File: src/rtl/mult16_seq.sv
// mult16_seq: iterative unsigned 16x16->32 shift-and-add multiplier.
//
// The block has no adder of its own. In every RUN cycle it presents the
// partial product (add_a) and the gated multiplicand (add_b) to the shared
// 16-bit carry-lookahead adder. It then takes back the sum and the group
// generate/propagate bits. One multiplier bit is retired per cycle.
//
// Ports:
//   clk, rst_n           clock, asynchronous active-low reset
//   in_valid/in_ready    operand handshake (ready only in IDLE)
//   in_mcand, in_mplr    16-bit unsigned multiplicand / multiplier
//   out_valid/out_ready  product handshake (product held until accepted)
//   out_prod             32-bit product {acc, lo}
//   add_a, add_b, add_cin  operands driven to the shared adder
//   add_sum, add_g, add_p  adder sum and group generate/propagate
//
// Build option:
//   MULT_EARLY_EXIT_EN   when defined, RUN ends as soon as the remaining
//                        multiplier bits are all zero. The partial product
//                        is then aligned with a single shift. The product
//                        is the same in both builds; only latency changes.
module mult16_seq (
    input  logic        clk,
    input  logic        rst_n,
    input  logic        in_valid,
    output logic        in_ready,
    input  logic [15:0] in_mcand,
    input  logic [15:0] in_mplr,
    output logic        out_valid,
    input  logic        out_ready,
    output logic [31:0] out_prod,
    output logic [15:0] add_a,
    output logic [15:0] add_b,
    output logic        add_cin,
    input  logic [15:0] add_sum,
    input  logic        add_g,
    input  logic        add_p
);

    typedef enum logic [1:0] {
        ST_IDLE = 2'd0,
        ST_RUN  = 2'd1,
        ST_DONE = 2'd2
    } state_t;

    state_t      r_state;
    state_t      w_state_nxt;
    logic [15:0] r_acc;
    logic [15:0] r_lo;
    logic [15:0] r_mcand;
    logic [15:0] r_mplr;
    logic [4:0]  r_count;

    logic        w_cout;
    logic        w_last;
    logic [31:0] w_run_nxt;

    // Carry-out of the adder is bit 16 of the partial sum.
    assign w_cout = add_g | (add_p & add_cin);

`ifdef MULT_EARLY_EXIT_EN
    logic w_mplr_empty;
    assign w_mplr_empty = (r_mplr == 16'd0);
    assign w_last       = w_mplr_empty | (r_count == 5'd15);
`else
    assign w_last       = (r_count == 5'd15);
`endif

    // Next {acc, lo} for a RUN cycle: add-and-shift, or the early-exit alignment shift.
    always_comb begin
        w_run_nxt = {w_cout, add_sum, r_lo[15:1]};
`ifdef MULT_EARLY_EXIT_EN
        // With no multiplier bits left, the remaining iterations only shift
        // right. Collapse them into one shift by (16 - count).
        if (w_mplr_empty) begin
            w_run_nxt = {r_acc, r_lo} >> (5'd16 - r_count);
        end else begin
            w_run_nxt = {w_cout, add_sum, r_lo[15:1]};
        end
`endif
    end

    // Next-state logic of the IDLE/RUN/DONE controller.
    always_comb begin
        w_state_nxt = r_state;
        case (r_state)
            ST_IDLE: begin
                if (in_valid) begin
                    w_state_nxt = ST_RUN;
                end else begin
                    w_state_nxt = ST_IDLE;
                end
            end
            ST_RUN: begin
                if (w_last) begin
                    w_state_nxt = ST_DONE;
                end else begin
                    w_state_nxt = ST_RUN;
                end
            end
            ST_DONE: begin
                if (out_ready) begin
                    w_state_nxt = ST_IDLE;
                end else begin
                    w_state_nxt = ST_DONE;
                end
            end
            default: begin
                w_state_nxt = ST_IDLE;
            end
        endcase
    end

    // Controller state register.
    always_ff @(posedge clk or negedge rst_n) begin
        if (!rst_n) begin
            r_state <= ST_IDLE;
        end else begin
            r_state <= w_state_nxt;
        end
    end

    // Datapath registers: operand capture in IDLE, one iteration per RUN cycle.
    always_ff @(posedge clk or negedge rst_n) begin
        if (!rst_n) begin
            r_acc   <= 16'd0;
            r_lo    <= 16'd0;
            r_mcand <= 16'd0;
            r_mplr  <= 16'd0;
            r_count <= 5'd0;
        end else begin
            case (r_state)
                ST_IDLE: begin
                    if (in_valid) begin
                        r_acc   <= 16'd0;
                        r_lo    <= 16'd0;
                        r_mcand <= in_mcand;
                        r_mplr  <= in_mplr;
                        r_count <= 5'd0;
                    end
                end
                ST_RUN: begin
                    r_acc   <= w_run_nxt[31:16];
                    r_lo    <= w_run_nxt[15:0];
                    r_mplr  <= {1'b0, r_mplr[15:1]};
                    r_count <= r_count + 5'd1;
                end
                default: begin
                    r_acc <= r_acc;
                end
            endcase
        end
    end

    // Outputs decode directly from registers. The product stays stable in DONE.
    assign in_ready  = (r_state == ST_IDLE);
    assign out_valid = (r_state == ST_DONE);
    assign out_prod  = {r_acc, r_lo};
    assign add_a     = r_acc;
    assign add_b     = ((r_state == ST_RUN) && r_mplr[0]) ? r_mcand : 16'd0;
    assign add_cin   = 1'b0;

endmodule

File: config.mk
export PLATFORM = sky130hd
export DESIGN_NAME = mult16_seq
export DESIGN_NICKNAME = d
export VERILOG_FILES = /design/src/rtl/mult16_seq.sv
export SDC_FILE = /design/constraint.sdc
export NUM_CORES = 1
export LEC_CHECK = 0
export BUFFER_PORTS_ARGS = -buffer_cell sky130_fd_sc_hd__buf_2
export CELL_PAD_IN_SITES_DETAIL_PLACEMENT = 1
export CELL_PAD_IN_SITES_GLOBAL_PLACEMENT = 1
export CORE_MARGIN = 3
export CORE_UTILIZATION = 37
export DETAILED_ROUTE_END_ITERATION = 16
export GPL_ROUTABILITY_DRIVEN = 0
export PLACE_DENSITY = 0.76
export REMOVE_ABC_BUFFERS = 1
export SLEW_MARGIN = 10
export SYNTH_ARGS = -nofsm -noshare
export SYNTH_HDL_FRONTEND = slang
export SYNTH_SLANG_ARGS = --single-unit
File: constraint.sdc
create_clock -name clk -period 1.7 [get_ports clk]
set_input_delay 0.34 -clock clk [delete_from_list [all_inputs] [get_ports clk]]
set_output_delay 0.34 -clock clk [all_outputs]
set_load 0.01 [all_outputs]
==> reports/qor.csv, run 1 <==
metric,value,unit
initial DRC count,35,
Startpoint Class,register,
first-pass GRT wire length,14.5,mm
die width,101,um
Final Non-Filler Cells,558,
Worst path depth,5,
"EDFF count, synth",0,
Finish-stage setup viols,17,
vias in the first global route,2914,
Initial DRT Pass Iterations,5,
Worst-Skew Late Latency,340,ps
f_max,0.567,GHz
Reg-to-Reg End,r_mcand[10],
row cnt,34,
Final ANT Viol Nets,0,
DRC,0,
setup TNS,-800,ps
full die area,0.0102,mm2
skew final,9.61,ps
root buffer cell,clkbuf_8,
DR WL met2,4.33,mm
WS Path Type,register to primary output,
Synth area leader,dfrtp_1,
Synthesis Warnings,0,
Die Y,101,um
failing checks,negative setup slack,
ys flop type,dfrtp_1,
IO Count,121,
end point of the critical path,add_b[8],
Max Cap Viol,0,
unrepaired setup endpoints after global routing,true,
PwrDens,1920,mW/mm2
routed vias,2837,
max-slew violation total from the final report,0,
fin crit share,1.04,
Worst R2R Path Depth,4,
clock transition at the registers of the reported paths,80,ps
core area,0.00876,mm2
Synth Register Bits,71,
R2R Setup Slk,90,ps
drt via density,5.08,
CTS Buf Count,9,
CP bufs+invs,3,
Top Layer Used,met4,
Hold Slack,205,ps
asr flop ratio synth,1.00,
Slew headroom,0.529,
"Arr. time, crit path",1420,ps
PnR worst setup slack,-63.5,ps
"commonest non-fill, non-tap cell in the layout",buf_2,
CTS H-tree lvls,3,
leakage,0.00221,uW
synthesis-to-finish area growth,29.2,%
worst min-delay path class,input pin to register,
"Avg Cell Area, Syn",10.0,um2
Post-Syn Area,0.00336,mm2
Tot GR Track Use,0.179,
worst-path cell chain,buf_6 > nor2b_4 > buf_6 > and3_1 > buf_2,
WP data required,1360,ps
status,"finished, violations left",
Critical path origin,r_state[1],
final WL,9.08,mm
share of the synthesized area in the top cell type,0.529,
Port Buffers,118,
placed cell count,535,
CTS sink count,71,
synth top area cells,"dfrtp_1 53%, nand2_1 7.7%, buf_4 5.4%",
Post-Place Setup Slack,-127,ps
max incr delay on CP,390,ps
Final #Nets,501,
Tmin final,1760,ps
Starting Density,0.383,
slowest CP cell,dfrtp_1,
initial antenna violation count,0,
worst-margin pin slew,703,ps
wire length on met3,595,um
"Distinct cells, synth",29,
cell family with most CP delay,buffers and inverters,
Hold Fails Final Rpt,0,
CTS tree,done,
register area share after synthesis,0.529,
grt ovf,0,
CP Max Fanout,8,
DR WL/cell,16.3,um
reg2reg start,r_state[0],
Crit path top cell by count,buf_6,
diode count,0,
CP Capture Type,primary output,
most frequent cells in the layout,"115 x buf_2, 70 x dfrtp_1, 69 x nand2_1",
clk buf depth,2,
synthesized instance count,335,
wire length on met1,4.00,mm
hpwl dp,6.09,mm
layout cells sized above 1,0.393,
pin count of the biggest net entering global routing,37,
peak supply drop,0.859,mV
worst min path at each step:
stage / startpoint / endpoint / cells past startpoint
after floorplan: rst_n / add_a[0] / 0
after global placement: rst_n / r_mplr[9] / 1
after detailed placement: rst_n / r_mplr[9] / 1
after CTS: add_sum[7] / add_a[6] / 3
after global routing: add_sum[1] / add_a[0] / 3
final: add_sum[7] / add_a[6] / 3
cell families after synthesis:
kind of cell    synth area share
other cells              0.00112
fa+ha+maj                0.00746
flops                      0.529
buf+inv                   0.0858
simple gates               0.161
compound gates             0.141
mux                       0.0742
sequential cells by signal, indices dropped and copies added (netlist names):
register	cells
add_a	16
r_count	5
r_lo	16
r_mcand	16
r_mplr	16
r_state	2
cell usage after synthesis (all sizes together), types with 2 or more instances:
cell    count
mux2i       2
buf        34
o21ai      50
nor2b      16
mux2       17
nor2        3
and2b       3
clkbuf      8
dfrtp      71
a21oi      16
nand2      69
inv         3
nand2b      2
ha          2
and3       17
a22oi      15
a22o        2
worst reg2reg max path, delay by kind of cell, from the launching register on:
family        cells  cell delay [ps]
mux               1              370
flops             1              440
buf+inv           2              380
simple gates      1              310
power breakdown:
part           internal (uW)  total (uW)  switching [uW]  leakage [uW]
Clock                    907        1530             622      0.000114
Sequential              2470        3060             587      0.000879
Combinational           1740        3720            1980       0.00122
Total                   5120        8310            3190       0.00221
routing by layer:
layer	up-vias	GRT usage
met3	16	0.0530
met1	1392	0.235
met5	-	0
met2	97	0.284
li1	1332	-
met4	0	0.0552
final cells by class:
class,instances,area [um2]
fill,1025,4430
sequential,71,1780
multi-input combinational,219,1310
timing repair buffer,141,872
clock buffer,13,159
tap,108,135
clock inverter,3,65.1
inverter,3,11.3
per-stage QoR:
stage / utilization / cell area [um2] / total power, uW
after floorplan: - / 3080 / 4970
after global placement: 0.454 / 3980 / 6510
after detailed placement: 0.454 / 3980 / 6680
after CTS: 0.483 / 4230 / 8330
after global routing: 0.495 / 4330 / 8970
final: 0.495 / 4330 / 8310
what timing repair did:
| item | 4_1_cts | 5_1_grt |
|---|---|---|
| gates resized for setup | 3 | 11 |
| cloned | 0 | 1 |
| hold endpoints to repair | 24 | 0 |
| setup buffers | 1 | 4 |
| hold buffers | 1 | 0 |
| setup endpoints to repair | 29 | 34 |
Note: power is estimated with default switching activity, not from simulation.
==> inputs of run 2 (changes only) <==
--- a/config.mk
+++ b/config.mk
@@ -12,6 +12,7 @@
 export CORE_UTILIZATION = 37
 export DETAILED_ROUTE_END_ITERATION = 16
 export GPL_ROUTABILITY_DRIVEN = 0
+export GPL_TIMING_DRIVEN = 0
 export PLACE_DENSITY = 0.76
 export REMOVE_ABC_BUFFERS = 1
 export SLEW_MARGIN = 10
==> reports/qor.csv, run 2 (synthesis results as in run 1) <==
metric,value,unit,change
status,"finished, violations left",,
failing checks,negative setup slack,,
skew final,9.11,ps,-0.499 ps
Power Total,8220,uW,-1.2%
most frequent cells in the layout,"117 x buf_2, 69 x nand2_1, 69 x dfrtp_1",,
CTS tree,done,,
wire length on met1,4.03,mm,+0.95%
hpwl dp,5.67,mm,-7.0%
Finish-stage setup viols,17,,unchanged
initial antenna violation count,0,,unchanged
CTS H-tree lvls,3,,unchanged
Worst-Skew Late Latency,340,ps,about the same
CTS Buf Count,9,,unchanged
final WL,9.13,mm,+0.55%
Initial DRT Pass Iterations,4,,-1
first-pass GRT wire length,14.8,mm,+1.8%
hold depth,3,,unchanged
Worst path depth,4,,-1
wire length on met3,502,um,-16%
max incr delay on CP,500,ps,+110 ps
diode count,0,,unchanged
"commonest non-fill, non-tap cell in the layout",buf_2,,
grt ovf,0,,unchanged
Top Layer Used,met4,,
leakage,0.00223,uW,+0.96%
f_max,0.558,GHz,-1.6%
Worst R2R Path Depth,5,,+1
initial DRC count,42,,+20%
root buffer cell,clkbuf_8,,
DR WL/cell,16.3,um,about the same
cell family with most CP delay,flip-flops,,
fin crit share,1.05,,+0.0166
Hold Fails Final Rpt,0,,unchanged
worst-margin pin slew,515,ps,-187 ps
Tmin final,1790,ps,+28.3 ps
Slew headroom,0.656,,+0.127
PnR worst setup slack,-91.7,ps,-28.3 ps
clock transition at the registers of the reported paths,80,ps,about the same
row cnt,34,,unchanged
layout cells sized above 1,0.402,,+0.00843
drt via density,5.03,,-1.1%
max-slew violation total from the final report,0,,unchanged
PwrDens,1900,mW/mm2,-0.87%
Tot GR Track Use,0.182,,+0.00333
CP Max Fanout,10,,+2
Final #Nets,505,,+0.80%
vias in the first global route,2987,,+2.5%
full die area,0.0102,mm2,unchanged
IO Count,121,,unchanged
routed vias,2820,,-0.60%
peak supply drop,0.819,mV,-4.7%
WP data required,1360,ps,about the same
CP Capture Type,primary output,,
CTS sink count,71,,unchanged
Die Y,101,um,unchanged
DRC,0,,unchanged
WS Path Type,register to primary output,,
DR WL met2,4.49,mm,+3.9%
Port Buffers,118,,unchanged
Final ANT Viol Nets,0,,unchanged
slowest CP cell,dfrtp_4,,
core area,0.00876,mm2,unchanged
CP bufs+invs,2,,-1
Starting Density,0.383,,unchanged
"Arr. time, crit path",1450,ps,+30 ps
setup TNS,-1150,ps,-346 ps
clk buf depth,2,,unchanged
unrepaired setup endpoints after global routing,true,,
pin count of the biggest net entering global routing,39,,+5.4%
Max Cap Viol,0,,unchanged
Startpoint Class,register,,
synthesis-to-finish area growth,28.7,%,
worst-path cell chain,nor2b_4 > buf_6 > and3_1 > buf_2,,
die width,101,um,unchanged
worst min-delay path class,input pin to register,,
-- run 2: metal layers --
layer  vias to the layer above  track usage
li1                       1341            -
met1                      1375        0.235
met2                        95        0.308
met3                         9       0.0331
met4                         0       0.0593
met5                         -            0
-- run 2: where the power goes --
group          internal (uW)  switching, uW  leakage, uW
logic                   1830           2050      0.00127
registers               2480            558     0.000878
clock network            664            633    0.0000871
-- run 2: path summary, 6_finish.rpt --
check                                 from     endpoint  slack [ps]
worst max-delay path            r_state[1]    add_b[14]         -90
worst min-delay path            add_sum[7]     add_a[6]         210
min in group asynchronous            rst_n    r_mplr[9]         510
worst min register to register  r_count[3]   r_count[3]         480
worst max register to register  r_state[0]  r_mcand[10]          50
max in group asynchronous            rst_n   r_state[0]         610
-- run 2: final cells by class --
cell class,instances,area (um2)
Clock inverter,6,62.6
Multi-Input combinational cell,220,1330
Fill cell,1025,4440
Tap cell,108,135
Sequential cell,71,1780
Timing Repair Buffer,144,876
Inverter,3,11.3
Clock buffer,9,124
-- run 2: what timing repair did --
| action | CTS | global route |
|---|---|---|
| setup endpoints to repair | 87 | 60 |
| hold endpoints to repair | 37 | 0 |
| cloned | 2 | 0 |
| hold buffers | 1 | 0 |
| setup buffers | 13 | 6 |
| pin swaps | 1 | 1 |
| resized for setup | 8 | 2 |
-- run 2: through the flow --
stage	util	setup slack, ps	cell area, um2	hold WS, ps	instances
after floorplan	-	-914	3080	44.4	293
after global placement	0.434	-2090	3800	455	519
after detailed placement	0.445	-875	3900	355	524
after CTS	0.486	-126	4260	194	555
after global routing	0.493	-178	4320	198	561
final	0.493	-91.7	4320	210	561
-- run 2: worst reg2reg max path: cells and delay by family, from the launching register on --
kind / cells / cell delay (ps)
and+or+nand+nor: 1 / 230
buffers and inverters: 3 / 470
DFF: 1 / 490
muxes: 1 / 350
==> inputs of run 3 (changes only) <==
--- a/config.mk
+++ b/config.mk
@@ -5,15 +5,17 @@
 export SDC_FILE = /design/constraint.sdc
 export NUM_CORES = 1
 export LEC_CHECK = 0
+export ABC_AREA = 1
 export BUFFER_PORTS_ARGS = -buffer_cell sky130_fd_sc_hd__buf_2
+export CAP_MARGIN = 25
 export CELL_PAD_IN_SITES_DETAIL_PLACEMENT = 1
 export CELL_PAD_IN_SITES_GLOBAL_PLACEMENT = 1
 export CORE_MARGIN = 3
-export CORE_UTILIZATION = 37
+export CORE_UTILIZATION = 35
 export DETAILED_ROUTE_END_ITERATION = 16
 export GPL_ROUTABILITY_DRIVEN = 0
 export GPL_TIMING_DRIVEN = 0
-export PLACE_DENSITY = 0.76
+export PLACE_DENSITY = 0.75
 export REMOVE_ABC_BUFFERS = 1
 export SLEW_MARGIN = 10
 export SYNTH_ARGS = -nofsm -noshare
==> reports/qor.csv, run 3 <==
metric,value,unit,change
register area share after synthesis,0.549,,+0.0192
share of the synthesized area in the top cell type,0.549,,+0.0192
die width,102,um,+0.94%
PwrDens,1840,mW/mm2,-3.4%
Die Y,102,um,+0.94%
Startpoint Class,register,,
Synth area leader,dfrtp_1,,
clk buf depth,2,,unchanged
"Distinct cells, synth",21,,-28%
fin crit share,0.985,,-0.0687
Reg power frac,0.373,,+0.003
Tot GR Track Use,0.171,,-0.0109
Max Cap Viol,0,,unchanged
Worst-Skew Late Latency,330,ps,about the same
most frequent cells in the layout,"157 x nand2_1, 112 x buf_2, 69 x dfrtp_1",,
Synth Register Bits,71,,unchanged
vias in the first global route,2774,,-7.1%
DR WL/cell,14.6,um,-10%
final WL,8.90,mm,-2.5%
asr flop ratio synth,1.00,,unchanged
"Arr. time, crit path",1330,ps,-120 ps
Post-Syn Area,0.00324,mm2,-3.5%
initial antenna violation count,0,,unchanged
final core utilization,0.473,,-0.0204
"EDFF count, synth",0,,unchanged
Final Instance Area,0.00418,mm2,-3.2%
CTS sink count,71,,unchanged
"Avg Cell Area, Syn",8.32,um2,-17%
Multi-input gate area,0.00120,mm2,-9.2%
pin count of the biggest net entering global routing,43,,+10%
Final #Nets,555,,+9.9%
Starting Density,0.366,,-0.0170
first-pass GRT wire length,13.8,mm,-6.4%
number of fill cells,1104,,+7.7%
Clock power frac,0.151,,-0.007
Synthesis Warnings,0,,unchanged
CP Max Fanout,8,,-2
clock transition at the registers of the reported paths,70,ps,about the same
"commonest non-fill, non-tap cell in the layout",nand2_1,,
ys flop type,dfrtp_1,,
Area after DPL,0.00374,mm2,-4.1%
DRC,0,,unchanged
Initial DRT Pass Iterations,4,,unchanged
routed vias,2835,,+0.53%
worst min-delay path class,input pin to register,,
peak supply drop,0.525,mV,-36%
max incr delay on CP,420,ps,-80 ps
Switching Power,3320,uW,+2.7%
layout cells sized above 1,0.348,,-0.0539
worst-path cell chain,clkinv_4 > nand2_8 > inv_16 > nand2_8 > nor2_2 > buf_2,,
core area,0.00885,mm2,+0.97%
synth top area cells,"dfrtp_1 55%, nand2_1 18%, buf_4 5.6%",,
grt ovf,0,,unchanged
IO Count,121,,unchanged
synthesized instance count,389,,+16%
status,completed,,
Hold Fails Final Rpt,0,,unchanged
root buffer cell,clkbuf_8,,
diode count,0,,unchanged
Switching Share,0.433,,+0.0386
synthesis-to-finish area growth,29.1,%,
Final ANT Viol Nets,0,,unchanged
skew final,11.1,ps,+2.01 ps
slowest CP cell,dfrtp_2,,
cell family with most CP delay,flip-flops,,
Port Buffers,118,,unchanged
unrepaired setup endpoints after global routing,true,,
CTS tree,done,,
CTS Buf Count,9,,unchanged
drt via density,4.64,,-7.7%
Tmin final,1670,ps,-117 ps
"top cells by count, synth","157 x nand2_1, 71 x dfrtp_1, 35 x nor2_1",,
WP data required,1360,ps,about the same
CP Capture Type,primary output,,
hpwl dp,5.54,mm,-2.2%
Crit path top cell by count,nand2_8,,
leakage,0.00234,uW,+5.1%
initial DRC count,69,,+64%
CTS H-tree lvls,3,,unchanged
max-slew violation total from the final report,0,,unchanged
full die area,0.0104,mm2,+1.9%
P_int,4360,uW,-12%
CP bufs+invs,3,,+1
FF+latch area,0.00178,mm2,-0.14%
Finish-stage setup viols,0,,-17
row cnt,34,,unchanged
f_max,0.597,GHz,+7.0%
most frequent cell after synthesis,nand2_1,,
Comb pwr share,0.476,,+0.004
WS Path Type,register to primary output,,
run 3: worst paths after layout:
| kind | to | slack [ps] | start | cells past startpoint |
|---|---|---|---|---|
| worst max-delay path | add_b[7] | 30 | r_state[1] | 6 |
| worst min-delay path | r_state[1] | 200 | out_ready | 2 |
| worst max register to register | r_lo[9] | 230 | r_state[1] | 5 |
| worst min register to register | r_mplr[3] | 480 | r_mplr[3] | 2 |
| max in group asynchronous | r_state[0] | 640 | rst_n | 3 |
| min in group asynchronous | add_a[9] | 480 | rst_n | 2 |
run 3: through the flow:
step                      TNS, ps  hold WS [ps]  cells  setup WS [ps]  power [uW]
after floorplan            -21850          44.4    353           -542        4610
after global placement    -102810           461    579          -1830        5750
after detailed placement   -36670           301    581          -1160        5950
after CTS                   -3.15           191    608          -2.87        7500
after global routing         -356           182    611          -60.2        8350
final                           0           202    611           25.1        7680
run 3: cell type report:
cell class	count	area share
Sequential cell	71	0.426
Inverter	28	0.0302
Multi-Input combinational cell	256	0.288
Clock buffer	11	0.0338
Timing Repair inverter	1	0.00209
Clock inverter	4	0.00539
Timing Repair Buffer	132	0.182
Tap cell	108	0.0323
run 3: logic make-up after synthesis:
group,count (synthesis),synth area share
flip-flops,71,0.549
other,1,0.00116
adder cells (fa/ha/maj),2,0.00773
AO/OA/AOI/OAI,36,0.0611
AND/OR/NAND/NOR,215,0.263
buffers and inverters,64,0.118
run 3: per-layer routing:
layer / track usage / wire length (um)
met5: 0 / 0
met4: 0.0666 / 76
met3: 0.0205 / 335
met2: 0.284 / 4480
met1: 0.229 / 4010
run 3: power by group through the flow:
stage          clock network, uW  logic [uW]  registers, uW
2_1_floorplan                  0        1600           3010
3_3_place_gp                   0        2900           2850
3_5_place_dp                   0        3040           2900
4_1_cts                     1220        3430           2850
5_1_grt                     1290        4110           2950
6_report                    1160        3660           2860
run 3: timing repair:
| item | CTS | global route |
|---|---|---|
| resized for setup | 17 | 24 |
| cloned | 2 | 1 |
| endpoints found under the hold margin | 29 | 0 |
| endpoints found under the setup margin | 86 | 34 |
| buffers inserted | 9 | 2 |
| pin swaps | 2 | 3 |
| hold buffers | 1 | 0 |
